--- src/rtl/disp_sched_pkg.sv ---
// disp_sched shared types: owner states, source IDs, digit width.
// Imported by disp_sched and disp_upd_guard.
package disp_sched_pkg;

  typedef enum logic [1:0] {
    S_TEMP = 2'd0,
    S_SET  = 2'd1,
    S_ERR  = 2'd2
  } state_t;

  localparam logic [1:0] SRC_TEMP = 2'd0;
  localparam logic [1:0] SRC_SET  = 2'd1;
  localparam logic [1:0] SRC_ERR  = 2'd2;

  localparam int DIGIT_W = 4;

endpackage

--- src/rtl/disp_upd_guard.sv ---
// disp_upd_guard: paces digit updates so the driver's latch window
// always sees stable data; holds one pending (latest-wins) request.
module disp_upd_guard
  import disp_sched_pkg::*;
#(
  parameter int DIGIT_NUM = 4
) (
  input  logic                         clk,
  input  logic                         rst_n,
  input  logic                         req,
  input  logic                         req_full,
  input  logic [DIGIT_NUM*DIGIT_W-1:0] req_data,
  output logic [DIGIT_NUM*DIGIT_W-1:0] dout,
  output logic [DIGIT_NUM-1:0]         dout_vld
);

  localparam int DW = DIGIT_NUM * DIGIT_W;
  localparam int CW = $clog2(DIGIT_NUM + 1);

  logic [CW-1:0]        cnt;
  logic                 busy;
  logic                 pend;
  logic                 pend_full;
  logic [DW-1:0]        pend_data;
  logic [DW-1:0]        iss_data;
  logic                 iss_full;
  logic [DIGIT_NUM-1:0] diff;
  logic [DIGIT_NUM-1:0] mask;
  logic                 fire;

  assign busy = (cnt != '0);

  // dout doubles as the last-issued register for the delta mask
  always_comb begin
    iss_data = req ? req_data : pend_data;
    iss_full = (req & req_full) | (pend & pend_full);
    diff     = '0;
    for (int i = 0; i < DIGIT_NUM; i++) begin
      diff[i] = iss_data[i*DIGIT_W +: DIGIT_W]
             != dout[i*DIGIT_W +: DIGIT_W];
    end
    mask = iss_full ? '1 : diff;
    fire = !busy && (req || pend) && (mask != '0);
  end

  always_ff @(posedge clk or negedge rst_n) begin
    if (!rst_n) begin
      cnt       <= '0;
      dout      <= '0;
      dout_vld  <= '0;
      pend      <= 1'b0;
      pend_full <= 1'b0;
      pend_data <= '0;
    end else begin
      dout_vld <= '0;
      if (fire) begin
        dout     <= iss_data;
        dout_vld <= mask;
        cnt      <= CW'(DIGIT_NUM);
      end else if (busy) begin
        cnt <= cnt - 1'b1;
      end
      if (busy) begin
        if (req) begin
          pend      <= 1'b1;
          pend_data <= req_data;
          pend_full <= pend_full | req_full;
        end
      end else begin
        pend      <= 1'b0;
        pend_full <= 1'b0;
      end
    end
  end

endmodule

--- src/rtl/disp_sched.sv ---
// disp_sched: display owner arbitration (temp/set/err) with hold timeout.
// Optional error blink when DISP_BLINK_EN is defined.
module disp_sched
  import disp_sched_pkg::*;
#(
  parameter int DIGIT_NUM = 4,
  parameter int HOLD_CNT  = 150_000_000,
  parameter int BLINK_CNT = 12_500_000
) (
  input  logic                         clk,
  input  logic                         rst_n,
  input  logic [DIGIT_NUM*DIGIT_W-1:0] temp_din,
  input  logic                         temp_vld,
  input  logic [DIGIT_NUM*DIGIT_W-1:0] set_din,
  input  logic                         set_vld,
  input  logic [DIGIT_NUM*DIGIT_W-1:0] err_din,
  input  logic                         err_vld,
  input  logic                         err_clr,
  output logic [DIGIT_NUM*DIGIT_W-1:0] dout,
  output logic [DIGIT_NUM-1:0]         dout_vld,
  output logic                         disp_en,
  output logic [1:0]                   cur_src
);

  localparam int DW = DIGIT_NUM * DIGIT_W;
  localparam int HW = (HOLD_CNT > 1) ? $clog2(HOLD_CNT) : 1;
  localparam logic [HW-1:0] HOLD_MAX = HW'(HOLD_CNT - 1);

  state_t        state, state_nxt;
  logic [HW-1:0] hold;
  logic [DW-1:0] t_shd, s_shd, e_shd;
  logic [DW-1:0] t_nxt, s_nxt, e_nxt;
  logic          boot;
  logic          own_vld;
  logic          chg;
  logic          req;
  logic          req_full;
  logic [DW-1:0] req_data;

  always_comb begin
    t_nxt     = temp_vld ? temp_din : t_shd;
    s_nxt     = set_vld  ? set_din  : s_shd;
    e_nxt     = err_vld  ? err_din  : e_shd;
    state_nxt = state;
    own_vld   = 1'b0;
    case (state)
      S_TEMP: begin
        own_vld = temp_vld;
        if (err_vld)      state_nxt = S_ERR;
        else if (set_vld) state_nxt = S_SET;
      end
      S_SET: begin
        own_vld = set_vld;
        if (err_vld)
          state_nxt = S_ERR;
        else if (!set_vld && hold == HOLD_MAX)
          state_nxt = S_TEMP;
      end
      S_ERR: begin
        own_vld = err_vld;
        if (err_clr && !err_vld) state_nxt = S_TEMP;
      end
      default: state_nxt = S_TEMP;
    endcase
    case (state_nxt)
      S_SET:   req_data = s_nxt;
      S_ERR:   req_data = e_nxt;
      default: req_data = t_nxt;
    endcase
    chg      = (state_nxt != state);
    req_full = boot | chg;
    req      = req_full | own_vld;
  end

  always_ff @(posedge clk or negedge rst_n) begin
    if (!rst_n) begin
      state <= S_TEMP;
      hold  <= HOLD_MAX;
      t_shd <= '0;
      s_shd <= '0;
      e_shd <= '0;
      boot  <= 1'b1;
    end else begin
      state <= state_nxt;
      t_shd <= t_nxt;
      s_shd <= s_nxt;
      e_shd <= e_nxt;
      boot  <= 1'b0;
      if (state_nxt == S_SET && (state != S_SET || set_vld))
        hold <= '0;
      else if (hold != HOLD_MAX)
        hold <= hold + 1'b1;
    end
  end

  always_comb begin
    case (state)
      S_SET:   cur_src = SRC_SET;
      S_ERR:   cur_src = SRC_ERR;
      default: cur_src = SRC_TEMP;
    endcase
  end

`ifdef DISP_BLINK_EN
  localparam int BW = (BLINK_CNT > 1) ? $clog2(BLINK_CNT) : 1;

  logic [BW-1:0] blink_cnt;

  always_ff @(posedge clk or negedge rst_n) begin
    if (!rst_n) begin
      blink_cnt <= '0;
      disp_en   <= 1'b0;
    end else if (state_nxt == S_ERR && state != S_ERR) begin
      blink_cnt <= '0;
      disp_en   <= 1'b1;
    end else if (state_nxt == S_ERR) begin
      if (blink_cnt == BW'(BLINK_CNT - 1)) begin
        blink_cnt <= '0;
        disp_en   <= ~disp_en;
      end else begin
        blink_cnt <= blink_cnt + 1'b1;
      end
    end else begin
      disp_en <= 1'b1;
    end
  end
`else
  always_ff @(posedge clk or negedge rst_n) begin
    if (!rst_n) disp_en <= 1'b0;
    else        disp_en <= 1'b1;
  end
`endif

  disp_upd_guard #(
    .DIGIT_NUM (DIGIT_NUM)
  ) u_guard (
    .clk      (clk),
    .rst_n    (rst_n),
    .req      (req),
    .req_full (req_full),
    .req_data (req_data),
    .dout     (dout),
    .dout_vld (dout_vld)
  );

endmodule

--- config.mk ---
export PLATFORM = sky130hd
export DESIGN_NAME = disp_sched
export DESIGN_NICKNAME = d
export VERILOG_FILES = /design/src/rtl/disp_sched_pkg.sv /design/src/rtl/disp_upd_guard.sv /design/src/rtl/disp_sched.sv
export SDC_FILE = /design/constraint.sdc
export NUM_CORES = 1
export LEC_CHECK = 0
export BUFFER_PORTS_ARGS = -buffer_cell sky130_fd_sc_hd__clkbuf_2
export CORE_ASPECT_RATIO = 0.5
export CORE_UTILIZATION = 30
export DETAILED_ROUTE_END_ITERATION = 6
export SETUP_SLACK_MARGIN = 0.3
export SLEW_MARGIN = 40
export SYNTH_ARGS = -nofsm -noshare
export SYNTH_HDL_FRONTEND = slang
export SYNTH_HIERARCHICAL = 1
export SYNTH_SLANG_ARGS = --single-unit
--- constraint.sdc ---
create_clock -name clk -period 4.56 [get_ports clk]
set_clock_uncertainty 0.15 [all_clocks]
set_input_delay 0.228 -clock clk [delete_from_list [all_inputs] [get_ports clk]]
set_output_delay 0.228 -clock clk [all_outputs]
set_load 0.05 [all_outputs]
After elaboration in Yosys (flattened, before gate mapping)
Index checks and enable logic that the tools add are counted.
W data, S select, Z words.
- logic and storage cells: 72
- register bits after elaboration: 121
- input bits: 54
- muxes and demuxes: 23
- equality and inequality tests: 13
- add/sub/neg operators: 2
- reductions and logical operators: 15
- bitwise logic cells: 6
- operators by type and width (kind ; number):
    $mux W16 ; 4
    $mux W28 ; 2
    $pmux W16 S2 ; 1
    $add A28 B1 Y28 const B ; 1
    $eq A28 B28 Y1 const B ; 1
    $ne A28 B28 Y1 const B ; 1
    $ne A4 B4 Y1 ; 4
    $mux W2 ; 5
    $mux W4 ; 2
    $mux W3 ; 2
    $pmux W2 S3 ; 1
    $logic_and A1 B1 Y1 ; 5
    $eq A2 B1 Y1 const B ; 2
    $eq A2 B2 Y1 const B ; 2
    $mux W1 ; 4
    $ne A2 B1 Y1 const B ; 2
    $or A1 B1 Y1 ; 4
    $pmux W2 S2 ; 1
    $reduce_bool A2 Y1 ; 2
    $reduce_bool A4 Y1 ; 1
    $logic_not A1 Y1 ; 3
    $pmux W1 S3 ; 1
    $reduce_bool A3 Y1 ; 1
    $sub A3 B1 Y3 const B ; 1
    other kinds (4) ; 6

Longest topological paths before layout
- word-level depth: 14
- gate-level depth with buffers: 19
- mapped depth without buffers: 14

By module
The synthesis kept the hierarchy.
- modules (own cells, without submodules) (module ; times used ; area an instance (µm²) ; cells an instance ; sequential area each (µm²)):
    disp_sched ; 1 ; 3801.1 ; 347 ; 2023.2
    disp_upd_guard ; 1 ; 1983.2 ; 165 ; 1026.0

Worst setup path before layout
No wires, ideal clock.
- path type: flip-flop to flip-flop
- from: register hold[14]
- to: register u_guard.dout[14]
- arrival time: 3.984 ns
- stages on the path, launching flop included: 19
- path slack: 0.298 ns
- data required time: 4.283 ns
- buffers on the path: 4
- cells stage by stage: dfstp_2 > nor4bb_1 > nand4_1 > nor3_1 > buf_2 > nor2_1 > o21ai_0 > ha_1 > clkbuf_1 > clkbuf_1 > a22oi_1 > o21ai_0 > mux2i_2 > xnor2_1 > nor3_1 > nand3_1 > o41a_1 > buf_6 > mux2_1
- elaborated cells on any way between the ends: 23
- RTL lines (element ; RTL line ; RTL):
    start: declaration ; disp_sched.sv:30 ; logic [HW-1:0] hold;
    start signal: assignment ; disp_sched.sv:92 ; hold <= hold + 1'b1;
    $eq A28 B28 Y1 * ; disp_sched.sv:56 ; else if (!set_vld && hold == HOLD_MAX)
    $logic_and A1 B1 Y1 * ; disp_sched.sv:56 ;
    $mux W2 * ; disp_sched.sv:56 ;
    $mux W2 * ; disp_sched.sv:54 ; if (err_vld)
    $pmux W2 S3 * ; disp_sched.sv:46 ; case (state)
    $eq A2 B2 Y1 / $eq A2 B1 Y1 (equally long branches) ; disp_sched.sv:65 ; case (state_nxt)
    $pmux W16 S2 * ; disp_sched.sv:65 ;
    via req_data[5] ; disp_sched.sv:38 ; logic [DW-1:0] req_data;
    $mux W16 * ; -- ;
    $ne A4 B4 Y1 * ; disp_upd_guard.sv:40 ; != dout[i*DIGIT_W +: DIGIT_W];
    $mux W4 * ; disp_upd_guard.sv:42 ; mask = iss_full ? '1 : diff;
    $reduce_bool A4 Y1 * ; disp_upd_guard.sv:43 ; fire = !busy && (req || pend) && (mask != '0);
    $logic_and A1 B1 Y1 * ; disp_upd_guard.sv:43 ;
    end signal: assignment ; disp_upd_guard.sv:57 ; dout <= iss_data;
    end: declaration ; disp_upd_guard.sv:13 ; output logic [DIGIT_NUM*DIGIT_W-1:0] dout,
Mark *: on every way through the listed nets, which the timed path passes. The rest lies on a longest branch.
A chain may end at the register's enable or synchronous reset.

Final worst setup path
- from: register hold[14]
- to: register u_guard.dout[6]
- elaborated cells on any way between the ends: 23
- RTL lines (element ; RTL line ; RTL):
    $eq A28 B28 Y1 * ; disp_sched.sv:56 ;
    $logic_and A1 B1 Y1 * ; disp_sched.sv:56 ;
    $mux W2 * ; disp_sched.sv:56 ;
    $mux W2 * ; disp_sched.sv:54 ;
    $pmux W2 S3 * ; disp_sched.sv:46 ;
    via state_nxt[0] ; disp_sched.sv:29 ; state_t state, state_nxt;
    $eq A2 B2 Y1 / $eq A2 B1 Y1 (equally long branches) ; disp_sched.sv:65 ;
    $pmux W16 S2 * ; disp_sched.sv:65 ;
    via req_data[14] ; disp_sched.sv:38 ;
    $mux W16 * ; -- ;
    $ne A4 B4 Y1 * ; disp_upd_guard.sv:40 ;
    $mux W4 * ; disp_upd_guard.sv:42 ;
    $reduce_bool A4 Y1 * ; disp_upd_guard.sv:43 ;
    $logic_and A1 B1 Y1 * ; disp_upd_guard.sv:43 ;
Marked as above.

==> metrics.txt <==
Seq cells post-synth=121; unrepaired setup endpoints after global routing=true; Die Footprint=19900 sq um; core area=18700 sq um; DRT Pass-1 Iters=4; Die Ht=100 um; share of cells above drive strength 1=38.3%; Post-route DRC=0; grt met2 use=26.1%; via count of the first global-routing pass=4567; worst setup path endpoint=u_guard/dout[6]; Critical path origin=hold[14]; Leak=0.00342 uW; Rel. slew slack=52.9%; CTS Sinks=121; vias=4410; Mapped Nets=571; f_max=238 MHz; CTS max path bufs=2; post-synthesis sequential area ratio=52.7%; Setup TNS=0 ps; drt wl/cell=16.0 um; Reg2Reg Depth=14; fin. max-slew vios=0; critical path type=reg -> reg; GPL Wtd Cong=0.784; Worst-path clk slew=60 ps; total of max-cap violations=0; Sw Ratio=34.9%; syn_area_per_cell=11.3 sq um; Synth Flop Type=dfrtp_1; DP Wirelength=9930 um; TritonCTS clock tree=done; Mapped Cells=512; r2r startpoint=hold[14]; Switch Pwr=1490 uW; busiest grt layer=met2; final period utilization=92.1%; cts bufs inserted=17; HP Class=in -> async; Startpoint Class=flip-flop; met1 Usage GRT=20.5%; H-tree lvl count=4; Critical Path Sink Type=flip-flop; Worst Path Arrival=4340 ps; Clk pwr share=31.7%; GRT Util Overall=15.9%; area occupied by multi-input gates=2770 sq um; antenna-violating nets left=0; FFs w/ async S/R, synth=100%; port buffer count=76; Final min period=4200 ps; worst skew pair latency=410 ps; Avg Vias per Cell=4.70; initial antenna violation count=0; I/O pin count=77; Power, Total=4280 uW; met3 usage=3.56%; GR Overflow Total=0; first-pass GRT wire length=24200 um; n_diodes=0; placed instance area=6550 sq um; commonest non-fill, non-tap cell in the layout=dfrtp_1; final instance area=8030 sq um; fill count=1718; Synth cell types=47; Cell Area, Synth=5780 sq um; Least-Margin Pin Slew=707 ps; most frequent cells in the layout=dfrtp_1, clkbuf_2, mux2_2, dlygate4sd3_1, nor2_1; Critical Path RT=4700 ps; num rows=35; synth-to-layout area growth=38.8%; Seq pwr share=36.8%; Starting DRT DRC Count=178; # nets final=725; Crit Path Max Fanout=8; Post-synth EDFFs=0; Int Pwr=2790 uW; Clk Tree Root Cell=clkbuf_16; final setup fails=0; Die Width=198 um; Initial Utilization=31.0%; r2r setup slk=360 ps; PD cells=534 nW/um^2; Hold Violations, Final=0; Max IR drop VDD=257 uV; Warnings, synthesis=6; combinational share of power=31.6%; Worst R2R End=u_guard/dout[6]; Post-Route WL=15000 um; outcome=complete, no violations; storage element area=3050 sq um; largest net degree at the start of global routing=55
## power by group through the flow
stage	Clock [uW]	Combinational, uW	Sequential [uW]
after floorplan	0	640	1800
after global placement	0	1200	1560
after detailed placement	0	1210	1570
after CTS	1380	1270	1560
after global routing	1430	1460	1610
final	1360	1350	1580
## per-stage QoR
stage / std cells / hold slack [ps] / setup WS [ps] / utilization [%]
final: 938 / 54.0 / 360 / 43.0
after detailed placement: 842 / -55.0 / 57.4 / 35.1
after global placement: 842 / -53.5 / 85.8 / 35.1
after floorplan: 512 / -218 / 371 / -
after global routing: 938 / 68.7 / 194 / 43.0
after CTS: 931 / 45.1 / 305 / 41.3
## registers in the layout, indices dropped and copies added (netlist names), 2 cells and up
| register | count |
|---|---|
| s_shd | 16 |
| u_guard/pend_data | 16 |
| u_guard/dout | 16 |
| u_guard/dout_vld | 4 |
| u_guard/cnt | 3 |
| hold | 28 |
| e_shd | 16 |
| state | 2 |
| t_shd | 16 |
## routing by layer
metal | share of wire [%] | wire, um | vias to the layer above
li1 | - | - | 2115
met1 | 46 | 6860 | 2201
met2 | 49 | 7420 | 66
met3 | 2.8 | 426 | 28
met4 | 2.2 | 330 | 0
met5 | 0 | 0 | -
## cells in the mapped netlist (all sizes together), types with 10 or more instances
library cell    n  area, sq um
mux2i          28          288
nor3           12         65.1
nand2          33          124
a22oi          17          128
dfstp          17          447
inv            24         90.1
dfrtp         104         2600
nand3          11         55.1
buf            10         62.6
nor2           39          146
o21ai          28          140
clkbuf         14         52.6
xnor2          32          280
mux2           67          754
## logic make-up after synthesis
| group | share of synthesized area, % |
|---|---|
| compound gates | 7.27 |
| xor+xnor | 5.00 |
| fa+ha+maj | 1.08 |
| buf+inv | 3.55 |
| flops | 52.7 |
| mux | 18.0 |
| other cells | 0.130 |
| simple gates | 12.2 |
## critical path, cell delays in order, from the launching register on
cell	delay, ps
dfstp_2	560
nor4bb_4	310
nand4_1	190
nor3_2	240
nor2_1	90
o21a_1	230
ha_4	220
clkbuf_4	200
a22oi_1	190
o21ai_0	190
mux2_2	370
xnor2_2	170
nand3_2	130
o41a_1	490
mux2_1	360
## layout make-up
type,instances,share of cell area (%)
Timing Repair Buffer,159,14.9
Sequential cell,121,38.0
Inverter,24,1.12
Tap cell,259,4.04
Multi-Input combinational cell,343,34.5
Clock buffer,20,5.56
Clock inverter,12,1.87
## worst min path at each step
stage / endpoint / cells after the start
floorplan: disp_en / 0
global placement: u_guard/pend_data[9] / 1
detailed placement: u_guard/pend_data[8] / 1
CTS: u_guard/pend_data[8] / 2
global route: u_guard/pend_data[9] / 2
finish: u_guard/pend_data[8] / 2
## repair_timing
item                                    4_1_cts  5_1_grt
endpoints found under the setup margin       19       19
pin swaps                                     3       12
resized for setup                             5       54
gates cloned                                  0        2
endpoints found under the hold margin        63        0
buffers inserted                              7        5
hold buffers                                 50        0
Note: power is estimated with default switching activity, not from simulation.
